`src/rtl/sdfm_pkg.sv`:
```
// Shared definitions for the sigma-delta filter data path: default sizes,
// a constant-width helper and the output register state encoding.
package sdfm_pkg;

  localparam int SDFM_NCH = 4;
  localparam int SDFM_DW  = 32;

  function automatic int clog2(input int value);
    int r;
    r = 0;
    while ((1 << r) < value) r++;
    return r;
  endfunction

  typedef enum logic {EMPTY, FULL} out_state_t;

endpackage

```
`src/rtl/sdfm_rr_arbiter.sv`:
```
// Combinational round-robin picker: first asserted request strictly after
// last_grant, wrapping back through index 0 up to last_grant itself.
module sdfm_rr_arbiter
  import sdfm_pkg::*;
#(
  parameter int NCH = SDFM_NCH,
  parameter int CW  = 4
) (
  input  logic [NCH-1:0] req,
  input  logic [CW-1:0]  last_grant,
  output logic           gnt_valid,
  output logic [CW-1:0]  gnt_idx
);

  logic          hi_valid;
  logic          lo_valid;
  logic [CW-1:0] hi_idx;
  logic [CW-1:0] lo_idx;

  // Two priority passes avoid modulo arithmetic: the descending scan lets the
  // lowest index above last_grant win, else the lowest index at or below it.
  always_comb begin
    hi_valid = 1'b0;
    lo_valid = 1'b0;
    hi_idx   = '0;
    lo_idx   = '0;
    for (int i = NCH - 1; i >= 0; i--) begin
      if (req[i]) begin
        if (CW'(i) > last_grant) begin
          hi_valid = 1'b1;
          hi_idx   = CW'(i);
        end else begin
          lo_valid = 1'b1;
          lo_idx   = CW'(i);
        end
      end
    end
    gnt_valid = hi_valid | lo_valid;
    gnt_idx   = hi_valid ? hi_idx : lo_idx;
  end

endmodule

```
`src/rtl/sdfm_data_arbiter.sv`:
```
// Holds one filter result per channel, drains them round-robin into a single
// valid/ready stream and tracks sticky per-channel overrun flags.
module sdfm_data_arbiter
  import sdfm_pkg::*;
#(
  parameter int NCH = SDFM_NCH,
  parameter int DW  = SDFM_DW,
  parameter int CW  = 4
) (
  input  logic              SYSCLK,
  input  logic              SYSRST,
  input  logic [NCH-1:0]    ch_en,
  input  logic [NCH*DW-1:0] ch_data,
  input  logic [NCH-1:0]    ch_update,
  output logic              out_valid,
  input  logic              out_ready,
  output logic [DW-1:0]     out_data,
  output logic [CW-1:0]     out_chan,
  output logic [NCH-1:0]    ovf_flag,
  input  logic [NCH-1:0]    ovf_clr,
  output logic              irq_data,
  output logic              irq_ovf
);

  out_state_t     state;
  out_state_t     state_next;
  logic [DW-1:0]  hold [NCH];
  logic [NCH-1:0] pend;
  logic [CW-1:0]  last_grant;
  logic           gnt_valid;
  logic [CW-1:0]  gnt_idx;
  logic           load;
  logic           grant;
  logic [NCH-1:0] granted;
  logic [NCH-1:0] ovf_set;
  logic [DW-1:0]  sel_data;

  sdfm_rr_arbiter #(.NCH(NCH), .CW(CW)) u_arb (
    .req        (pend),
    .last_grant (last_grant),
    .gnt_valid  (gnt_valid),
    .gnt_idx    (gnt_idx)
  );

  // A granted channel that updates in the same cycle is not an overrun.
  always_comb begin
    load     = (state == EMPTY) || out_ready;
    grant    = load && gnt_valid;
    sel_data = '0;
    for (int i = 0; i < NCH; i++) begin
      granted[i] = grant && (gnt_idx == CW'(i));
      if (gnt_idx == CW'(i)) sel_data = hold[i];
    end
    ovf_set = ch_update & ch_en & pend & ~granted;
  end

  always_comb begin
    state_next = state;
    if (load) state_next = gnt_valid ? FULL : EMPTY;
  end

  always_ff @(posedge SYSCLK) begin
    if (SYSRST) state <= EMPTY;
    else        state <= state_next;
  end

  always_ff @(posedge SYSCLK) begin
    if (SYSRST) begin
      pend       <= '0;
      ovf_flag   <= '0;
      last_grant <= CW'(NCH - 1);
      out_data   <= '0;
      out_chan   <= '0;
      for (int i = 0; i < NCH; i++) hold[i] <= '0;
    end else begin
      for (int i = 0; i < NCH; i++) begin
        if (ch_update[i] && ch_en[i]) begin
          hold[i] <= ch_data[i*DW +: DW];
          pend[i] <= 1'b1;
        end else if (!ch_en[i] || granted[i]) begin
          pend[i] <= 1'b0;
        end
      end
      ovf_flag <= (ovf_flag & ~ovf_clr) | ovf_set;
      if (grant) begin
        out_data   <= sel_data;
        out_chan   <= gnt_idx;
        last_grant <= gnt_idx;
      end
    end
  end

  assign out_valid = (state == FULL);
  assign irq_data  = out_valid;
  assign irq_ovf   = |ovf_flag;

endmodule

```
`config.mk`:
```
export PLATFORM = sky130hd
export DESIGN_NAME = sdfm_data_arbiter
export DESIGN_NICKNAME = d
export VERILOG_FILES = /design/src/rtl/sdfm_pkg.sv /design/src/rtl/sdfm_rr_arbiter.sv /design/src/rtl/sdfm_data_arbiter.sv
export SDC_FILE = /design/constraint.sdc
export NUM_CORES = 1
export LEC_CHECK = 0
export ABC_AREA = 1
export CORE_ASPECT_RATIO = 2
export CORE_MARGIN = 4
export CORE_UTILIZATION = 54
export DETAILED_ROUTE_END_ITERATION = 7
export HOLD_SLACK_MARGIN = 0.05
export PLACE_DENSITY = 0.85
export SETUP_SLACK_MARGIN = 0.4
export SYNTH_ARGS = -nofsm -noshare
export SYNTH_HDL_FRONTEND = slang
export SYNTH_HIERARCHICAL = 1
export SYNTH_SLANG_ARGS = --single-unit
export TNS_END_PERCENT = 10
```
`constraint.sdc`:
```
create_clock -name SYSCLK -period 5.9 [get_ports SYSCLK]
set_input_delay 1.18 -clock SYSCLK [delete_from_list [all_inputs] [get_ports SYSCLK]]
set_output_delay 1.18 -clock SYSCLK [all_outputs]
set_load 0.05 [all_outputs]
```
After elaboration in Yosys (flattened, before gate mapping)
Memories as Yosys holds them, arrays and structs flattened.
Cells that the tools add are included.

storage, ports and cells
  register bits = 49
  RAM bits = 128
  input bits = 143
  output and inout port bits = 43
  memories = 1

memories
  name  words  width  read ports  clocked after memory_dff  write ports  line                     text
  hold  4      32     4           0                         4            sdfm_data_arbiter.sv:27  logic [DW-1:0] hold [NCH];

operators by class
  $lt $le $gt $ge = 4
  equal/unequal tests = 3
  muxes and demuxes = 64
  bitwise operators = 13
  reductions and logical operators = 24

operators by type and width
  kind                number
  $mux 32             8
  $mux 4              15
  $mux 1              39
  $and 4x4->4         4
  $logic_and 1x1->1   9
  $eq 4x2->1 const B  2
  $gt 1x4->1 const A  2
  $gt 2x4->1 const A  2
  $not 4->4           2
  $reduce_bool 2->1   4
  $logic_or 1x1->1    5
  $or 1x1->1          5
  $eq 4x1->1 const B  1
  $logic_not 1->1     4
  $logic_not 4->1     1
  $mux 2              2
  $or 4x4->4          1
  $reduce_or 4->1     1
  $not 1->1           1

Longest topological paths before layout
Gate-level depths: netlist of the first run.

  depth after elaboration = 15
  mapped depth = 14
  mapped depth without buffers = 13

Modules after synthesis
Netlist of the first run, hierarchy kept.

modules (own cells, without submodules)
  module             times used  cells an instance  area each (um^2)
  sdfm_data_arbiter  1           825                7586.0
  sdfm_rr_arbiter    1           35                 168.9

Worst setup path before layout of the first run
Ideal clock, no wire load.

  path type = input to register
  from = in SYSRST
  to = mem hold[0][0] (netlist bit) (enable)
  arrival = 2.460 ns
  data required time = 5.423 ns
  path slack = 2.963 ns
  stages on the path = 5
  path buffers = 3
  path through = clkbuf_1 > inv_2 > buf_2 > clkbuf_1 > nand2_1

RTL lines
  item         line                     text
  from (decl)  sdfm_data_arbiter.sv:11  input logic SYSRST,
  to (decl)    sdfm_data_arbiter.sv:27

==> flow_summary.ini, run 1 <==
[floorplanning]
rows = 61
die_h_um = 177
die_area_mm2 = 0.0165
initial_core_util_pct = 55.5
die_x_um = 92.7
io_pins = 186
core_area_mm2 = 0.0140

[worst_setup_path]
cpMaxStageDelayCell = clkdlybuf4s50_1
cp_slowest_stage_delay_ns = 1.10
r2r-end = out_data[8]
cp_cell_sequence = clkdlybuf4s50_1, inv_2, nand2_1, buf_4
cp.arrival_ns = 3.81
worstSetupPathType = input port to flop
cp_max_fo = 32
critical_path_depth = 4
critPathLaunchType = input port
ff2ff_setup_slack_ns = 3.37
worst_ep_required_time_ns = 6.01
critPathCaptureType = flop
crit_family = buffers and inverters
rr_worst_depth = 13
r2r_start = out_chan[3]
cp_num_buf_inv = 3

[global_route]
grt_pass1_vias = 6551
antenna_found_initial = 0
grt_pass1_wl_mm = 32.3
grt_use_total_pct = 26.3
grt_max_degree = 89
grt_remaining_overflow = 0

[synthesis]
netlist_instances = 860
ys_warn_count = 6
syn_avg_cell_area_um2 = 9.02
yosysTopAreaCell = edfxtp_1
synthDominantCellAreaShare_pct = 49.6
synth_cell_type_count = 24
yosysSeqAreaShare_pct = 61.7
netlist_area_mm2 = 0.00775
synth-seq-cells = 175
netlist_top_cells_area = edfxtp_1, dfxtp_1, nand3_1

[sta]
fin_skew_ns = 0.00983
fin_crit_ns = 3.69
max-slew-margin-rel_pct = 35.4
worst_slew_pin_slew_ns = 0.965
rsz0062_at_grt = false
fmax_mhz = 271
fin_crit_sh_pct = 62.6
timing.hold.ws_ns = 0.465
drv_slew = 0
setup_viol = 0
fin_setup_tns_ns = 0
final-hold-violation-count = 0

[final_layout]
syn2layout_area_growth_pct = 32.8
nets = 1167
final_cell_mix = clkdlybuf4s50_1, nor2_1, inv_1
layout-drive-gt1-share_pct = 5.30
final_common_cell = clkdlybuf4s50_1
num-fill-cells = 965
diodes = 0

[worst_hold_path]
hold_path_end = out_chan[1]
hp-class = flop to flop
min-delay-start = out_chan[1]
hold_depth = 2

[clock_tree]
cts_resized = 0
cts_buffers = 17
clock_latency_ns = 0.43
cts_tree = yes
cts-htree-levels = 4
cts_root_buffer = clkbuf_16
clk_pin_slew_ns = 0.07
cts_sinks = 175
cts_buffer_depth = 2
post_cts_buffers = 0
cts_hold_buf = 0

[placement]
gp_congestion = 0.844
numPortBuffers = 185
hpwl_mm = 15.1

[routing]
viasPerCell = 5.25
first_iter_violations = 504
wl_mm = 21.5
vias = 6433
drc = 0
postRouteAntennaNets = 0
wire_per_inst_um = 17.5
dr.pass1.iters = 5

[power_and_ir_drop]
p_leak_nw = 4.43
power_density_mw_per_mm2 = 312
vdd_drop_max_v = 0.000248

[outcome]
outcome = complete, no violations

[flow_run]
drv_cap = 0
## final cells by class
cell class	count	area, um^2	share of cell area [%]
timing repair buffer	194	1920	18.6
clock buffer	20	479	4.65
tap	189	236	2.30
inverter	147	552	5.36
multi-input combinational	489	2200	21.4
sequential	175	4780	46.5
clock inverter	12	123	1.19
## through the flow
stage               total power, W  cell area (um^2)  setup WS [ns]  std cells  util (%)
finish                     0.00321             10300           2.21       1226      73.7
global route               0.00331             10300           1.99       1226      73.7
CTS                        0.00320             10300           2.22       1226      73.7
detailed placement         0.00209              9690           1.76       1194      69.4
global placement           0.00207              9690           1.85       1194      69.4
floorplan                  0.00185              7760           2.96        861         -
## state kept, by name (all words and copies together) (netlist names)
signal	cells
hold	128
out_data	32
out_chan	4
ovf_flag	4
pend	4
last_grant	2
irq_data	1
## worst min-delay path: stages, from the launching register on
cell and delay [ns]:
dfxtp_1 0.31, nand2_1 0.06, a21oi_1 0.05
## cell families after synthesis
group	Yosys count	synth area share [%]
flip-flops	175	61.7
AND/OR/NAND/NOR	422	23.3
buffers and inverters	197	10.1
AO/OA/AOI/OAI	65	4.86
other	1	0.0484
## cell usage after synthesis (all sizes together)
cell type  number
nor2          164
inv           147
nand3         131
edfxtp        128
nand2         118
dfxtp          47
a21oi          27
buf            26
clkbuf         24
a21boi         19
o21ai          18
nand3b          4
nand4           3
conb            1
nor3            1
o32ai           1
or4             1
## metal layers
metal | track usage [%] | vias up | wire length, um
met5 | 0 | - | 0
met4 | 17.7 | 0 | 1480
met3 | 4.92 | 83 | 1330
met2 | 48.8 | 293 | 11900
met1 | 25.9 | 2984 | 6790
li1 | - | 3073 | -
## power by group
part | total [W] | switching, W | internal [W]
combinational | 0.000597 | 0.000385 | 0.000213
sequential | 0.00148 | 0.0000468 | 0.00143
clock | 0.00113 | 0.000490 | 0.000643
## how the worst max path moves through the flow
stage,startpoint,slack (ns),endpoint
CTS,SYSRST,2.22,hold[3][25]
global placement,SYSRST,1.85,hold[3][19]
detailed placement,SYSRST,1.76,hold[3][17]
floorplan,SYSRST,2.96,hold[0][0]
global route,SYSRST,1.99,hold[3][14]
finish,SYSRST,2.21,hold[3][17]
No activity file was read; power rests on OpenSTA's default activity.
==> run 2: changes to the inputs <==
--- a/config.mk
+++ b/config.mk
@@ -8,10 +8,10 @@
 export ABC_AREA = 1
 export CORE_ASPECT_RATIO = 2
 export CORE_MARGIN = 4
-export CORE_UTILIZATION = 54
+export CORE_UTILIZATION = 45
 export DETAILED_ROUTE_END_ITERATION = 7
 export HOLD_SLACK_MARGIN = 0.05
-export PLACE_DENSITY = 0.85
+export PLACE_DENSITY = 0.75
 export SETUP_SLACK_MARGIN = 0.4
 export SYNTH_ARGS = -nofsm -noshare
 export SYNTH_HDL_FRONTEND = slang
==> constraint.sdc (replaced) <==
create_clock -name SYSCLK -period 3.3 [get_ports SYSCLK]
set_input_delay 0.66 -clock SYSCLK [delete_from_list [all_inputs] [get_ports SYSCLK]]
set_output_delay 0.66 -clock SYSCLK [all_outputs]
set_load 0.05 [all_outputs]
==> flow_summary.ini, run 2 (synthesis gave the netlist of run 1 again) <==
[final_layout]
num-fill-cells = 1391
nets = 1178
largest_register = hold
largest_reg_flops = 128
final_common_cell = clkdlybuf4s50_1
regArea_mm2 = 0.00478
syn2layout_area_growth_pct = 34.0
top_regs = hold (128), out_data (32)
multiInputGateArea_mm2 = 0.00219
final_cell_mix = clkdlybuf4s50_1, nor2_1, inv_1
layout-drive-gt1-share_pct = 6.20

[sta]
rsz0062_at_grt = false
drv_slew = 0
setup_viol = 0
worst_slew_pin_slew_ns = 0.871
fin_crit_ns = 2.69
fin_skew_ns = 0.0131
setup_slack_ns = 0.608
max-slew-margin-rel_pct = 41.7
final-hold-violation-count = 0
fmax_mhz = 371
fin_crit_sh_pct = 81.6
fin_setup_tns_ns = 0

[global_route]
antenna_found_initial = 1
grt_pass1_vias = 6269
grt_pass1_wl_mm = 32.0
grt_use_total_pct = 21.6
grt_remaining_overflow = 0
grt_max_degree = 89

[outcome]
outcome = complete, no violations

[floorplanning]
die_area_mm2 = 0.0195
initial_core_util_pct = 46.0
die_x_um = 101
io_pins = 186
core_area_mm2 = 0.0168
die_h_um = 194
rows = 67

[routing]
wl_met2_mm = 11.6
first_iter_violations = 372
vias = 6298
wl_mm = 20.9
viasPerCell = 5.01
routed.top_layer = met4
postRouteAntennaNets = 0
m1WireLength_mm = 7.49
routed-wl-met3_mm = 1.11
drc = 0
wire_per_inst_um = 16.7
dr.pass1.iters = 5

[power_and_ir_drop]
p_leak_nw = 4.47
power_density_mw_per_mm2 = 546
vdd_drop_max_v = 0.000368

[flow_run]
drv_cap = 0

[clock_tree]
cts_sinks = 175
clock_latency_ns = 0.43
cts_tree = yes
post_cts_buffers = 0
clk_pin_slew_ns = 0.07
cts_root_buffer = clkbuf_16
cts_hold_buf = 0
cts_buffer_depth = 2
cts_resized = 0
cts-htree-levels = 4
cts_buffers = 17

[worst_setup_path]
cpMaxStageDelayCell = clkdlybuf4s50_1
cp_cell_sequence = or4_1, clkdlybuf4s50_1
critPathLaunchType = flop
cp_max_fo = 3
worstSetupPathType = flop to primary output
cp_slowest_stage_delay_ns = 0.71
worst_ep_required_time_ns = 2.64
critPathCaptureType = primary output
cp.arrival_ns = 2.03

[placement]
hpwl_mm = 15.2
place_ws_ns = 0.647
gp_congestion = 0.894
numPortBuffers = 185

[worst_hold_path]
hp-class = flop to flop
[run 2: through the flow]
stage,instance area (um^2),hold WS [ns],utilization (%),total power [W],cells
floorplan,7760,0.464,-,0.00330,861
global placement,9810,0.456,58.2,0.00375,1223
detailed placement,9810,0.464,58.2,0.00377,1223
CTS,10400,0.475,61.6,0.00568,1255
global route,10400,0.486,61.7,0.00587,1256
finish,10400,0.472,61.7,0.00567,1256
[run 2: layer usage]
layer | vias up | global-route usage [%]
li1 | 3101 | -
met3 | 44 | 2.99
met5 | - | 0
met4 | 0 | 10.2
met2 | 260 | 39.9
met1 | 2893 | 23.3
[run 2: area by class of cell]
class | count | share of cell area [%]
Tap cell | 207 | 2.49
Inverter | 147 | 5.31
Clock buffer | 17 | 4.09
Timing Repair Buffer | 205 | 19.5
Sequential cell | 175 | 46.0
Multi-Input combinational cell | 489 | 21.1
Antenna cell | 1 | 0.0241
Clock inverter | 15 | 1.42
[run 2: final timing paths]
| check | startpoint | endpoint | slack (ns) | depth (start not counted) |
|---|---|---|---|---|
| worst max register to register | out_chan[3] | out_data[2] | 0.89 | 13 |
| worst max-delay path | ovf_flag[2] | irq_ovf | 0.61 | 2 |
| worst min-delay path | out_chan[1] | out_chan[1] | 0.47 | 2 |
| worst min register to register | out_chan[1] | out_chan[1] | 0.47 | 2 |
[run 2: worst max-delay path: cells and delay by family (launching register included)]
kind | cells | cell delay [ns]
buffers and inverters | 1 | 0.71
AND/OR/NAND/NOR | 1 | 0.53
flip-flops | 1 | 0.37
[run 2: report_power, final]
part | leakage, nW | internal, W | switching, W | total [W]
logic | 2.51 | 0.000400 | 0.000679 | 0.00108
clock network | 0.277 | 0.00100 | 0.000942 | 0.00195
registers | 1.69 | 0.00256 | 0.0000890 | 0.00265
total | 4.47 | 0.00396 | 0.00171 | 0.00567
==> run 3: changes to the inputs <==
==> constraint.sdc (replaced) <==
create_clock -name SYSCLK -period 2.45 [get_ports SYSCLK]
set_input_delay 0.49 -clock SYSCLK [delete_from_list [all_inputs] [get_ports SYSCLK]]
set_output_delay 0.49 -clock SYSCLK [all_outputs]
set_load 0.05 [all_outputs]
==> flow_summary.ini, run 3 (synthesis gave the netlist of run 1 again) <==
[routing]
drc = 0
wl_met2_mm = 11.9
postRouteAntennaNets = 0
dr.pass1.iters = 5
vias = 6438
viasPerCell = 5.08
first_iter_violations = 348
wl_mm = 21.5
wire_per_inst_um = 17.0
m1WireLength_mm = 7.64
routed-wl-met3_mm = 1.06
routed.top_layer = met4

[sta]
fmax_mhz = 463
drv_slew = 0
fin_crit_sh_pct = 88.2
rsz0062_at_grt = true
max-slew-margin-rel_pct = 61.1
final-hold-violation-count = 0
fin_setup_tns_ns = 0
fin_crit_ns = 2.16
fin_skew_ns = 0.0114
timing.hold.ws_ns = 0.466
setup_viol = 0
worst_slew_pin_slew_ns = 0.582

[outcome]
outcome = complete, no violations

[clock_tree]
clock_latency_ns = 0.42
cts_hold_buf = 0
cts_tree = yes
clk_pin_slew_ns = 0.07
cts_root_buffer = clkbuf_16
cts_buffer_depth = 2
cts_buffers = 17
cts_sinks = 175
cts-htree-levels = 4

[floorplanning]
die_h_um = 194
initial_core_util_pct = 46.0
rows = 67
die_x_um = 101
die_area_mm2 = 0.0195
io_pins = 186
core_area_mm2 = 0.0168

[worst_hold_path]
hp-class = flop to flop
min-delay-start = out_chan[1]

[flow_run]
drv_cap = 0

[worst_setup_path]
worstSetupPathType = flop to primary output
startpoint = ovf_flag[0]
cpMaxStageDelayCell = clkdlybuf4s50_1
ff2ff_setup_slack_ns = 0.33
cp_cell_sequence = clkdlybuf4s50_1
r2r-end = out_data[28]
critPathCaptureType = primary output
crit_end = ovf_flag[0]
worst_ep_required_time_ns = 1.96
cp_num_buf_inv = 1
r2r_start = out_chan[2]
cp_slowest_stage_delay_ns = 0.84
critPathLaunchType = flop
cp.arrival_ns = 1.67
critical_path_depth = 1
rr_worst_depth = 13
cp_max_fo = 3
crit_family = buffers and inverters

[global_route]
grt_pass1_vias = 6469
antenna_found_initial = 1
grt_use_total_pct = 21.8
grt_max_degree = 89
grt_pass1_wl_mm = 32.7
grt_remaining_overflow = 0

[final_layout]
final_cell_mix = clkdlybuf4s50_1, nor2_1, inv_1
top_regs = hold (128), out_data (32)
nets = 1190
syn2layout_area_growth_pct = 38.4
layout-drive-gt1-share_pct = 8.96
largest_register = hold
final_common_cell = clkdlybuf4s50_1
largest_reg_flops = 128

[power_and_ir_drop]
vdd_drop_max_v = 0.000511
p_leak_nw = 4.62
power_density_mw_per_mm2 = 728

[placement]
hpwl_mm = 14.9
numPortBuffers = 185
gp_congestion = 0.855
run 3: cell count changes in the layout (fill, tap and decap cells not counted), sizes merged, moves of 2 or more:
| cell | change |
|---|---|
| clkinv | +2 |
| clkbuf | +3 |
| clkdlybuf4s50 | -3 |
| buf | +9 |
run 3: routing by layer:
layer / vias to the layer above / track usage, %
li1: 3126 / -
met1: 3014 / 24.2
met2: 250 / 39.1
met3: 48 / 3.53
met4: 0 / 10.5
met5: - / 0
run 3: report_power, final:
| part | leakage, nW | switching (W) | internal, W |
|---|---|---|---|
| combinational | 2.66 | 0.000990 | 0.000673 |
| clock | 0.276 | 0.00124 | 0.00135 |
| sequential | 1.69 | 0.000115 | 0.00345 |
| total | 4.62 | 0.00234 | 0.00547 |
run 3: cell type report:
type / count / area (um^2)
Inverter: 147 / 552
Fill cell: 1360 / 6110
Timing Repair Buffer: 217 / 2260
Clock inverter: 15 / 145
Antenna cell: 1 / 2.50
Clock buffer: 17 / 425
Multi-Input combinational cell: 489 / 2300
Tap cell: 207 / 259
Sequential cell: 175 / 4790
run 3: how the worst min path moves through the flow:
stage	to	slack, ns	depth (start not counted)
2_1_floorplan	last_grant[1]	0.46	2
3_3_place_gp	out_chan[0]	0.46	2
3_5_place_dp	out_chan[1]	0.46	2
4_1_cts	out_chan[1]	0.47	2
5_1_grt	out_chan[1]	0.48	2
6_report	out_chan[1]	0.47	2
run 3: tightest hold or removal path, delay by kind of cell, from the launching register on:
kind / cells / cell delay [ns]
AOI/OAI and AO/OA: 1 / 0.05
DFF: 1 / 0.31
and+or+nand+nor: 1 / 0.06
run 3: per-stage QoR:
stage	worst slack, ns	cells	area (um^2)	power [W]	util (%)
after floorplan	0.203	861	7760	0.00445	-
after global routing	0.239	1268	10700	0.00812	63.7
final	0.289	1268	10700	0.00781	63.7
after detailed placement	0.254	1224	9870	0.00509	58.6
after global placement	0.307	1224	9870	0.00507	58.6
after CTS	0.281	1258	10500	0.00767	62.2
run 3: what timing repair did:
action | CTS | global route
cloned | 0 | 5
resized for setup | 6 | 37
pin swaps | 1 | 9
setup buffers | 2 | 4
setup endpoints to repair | 70 | 85
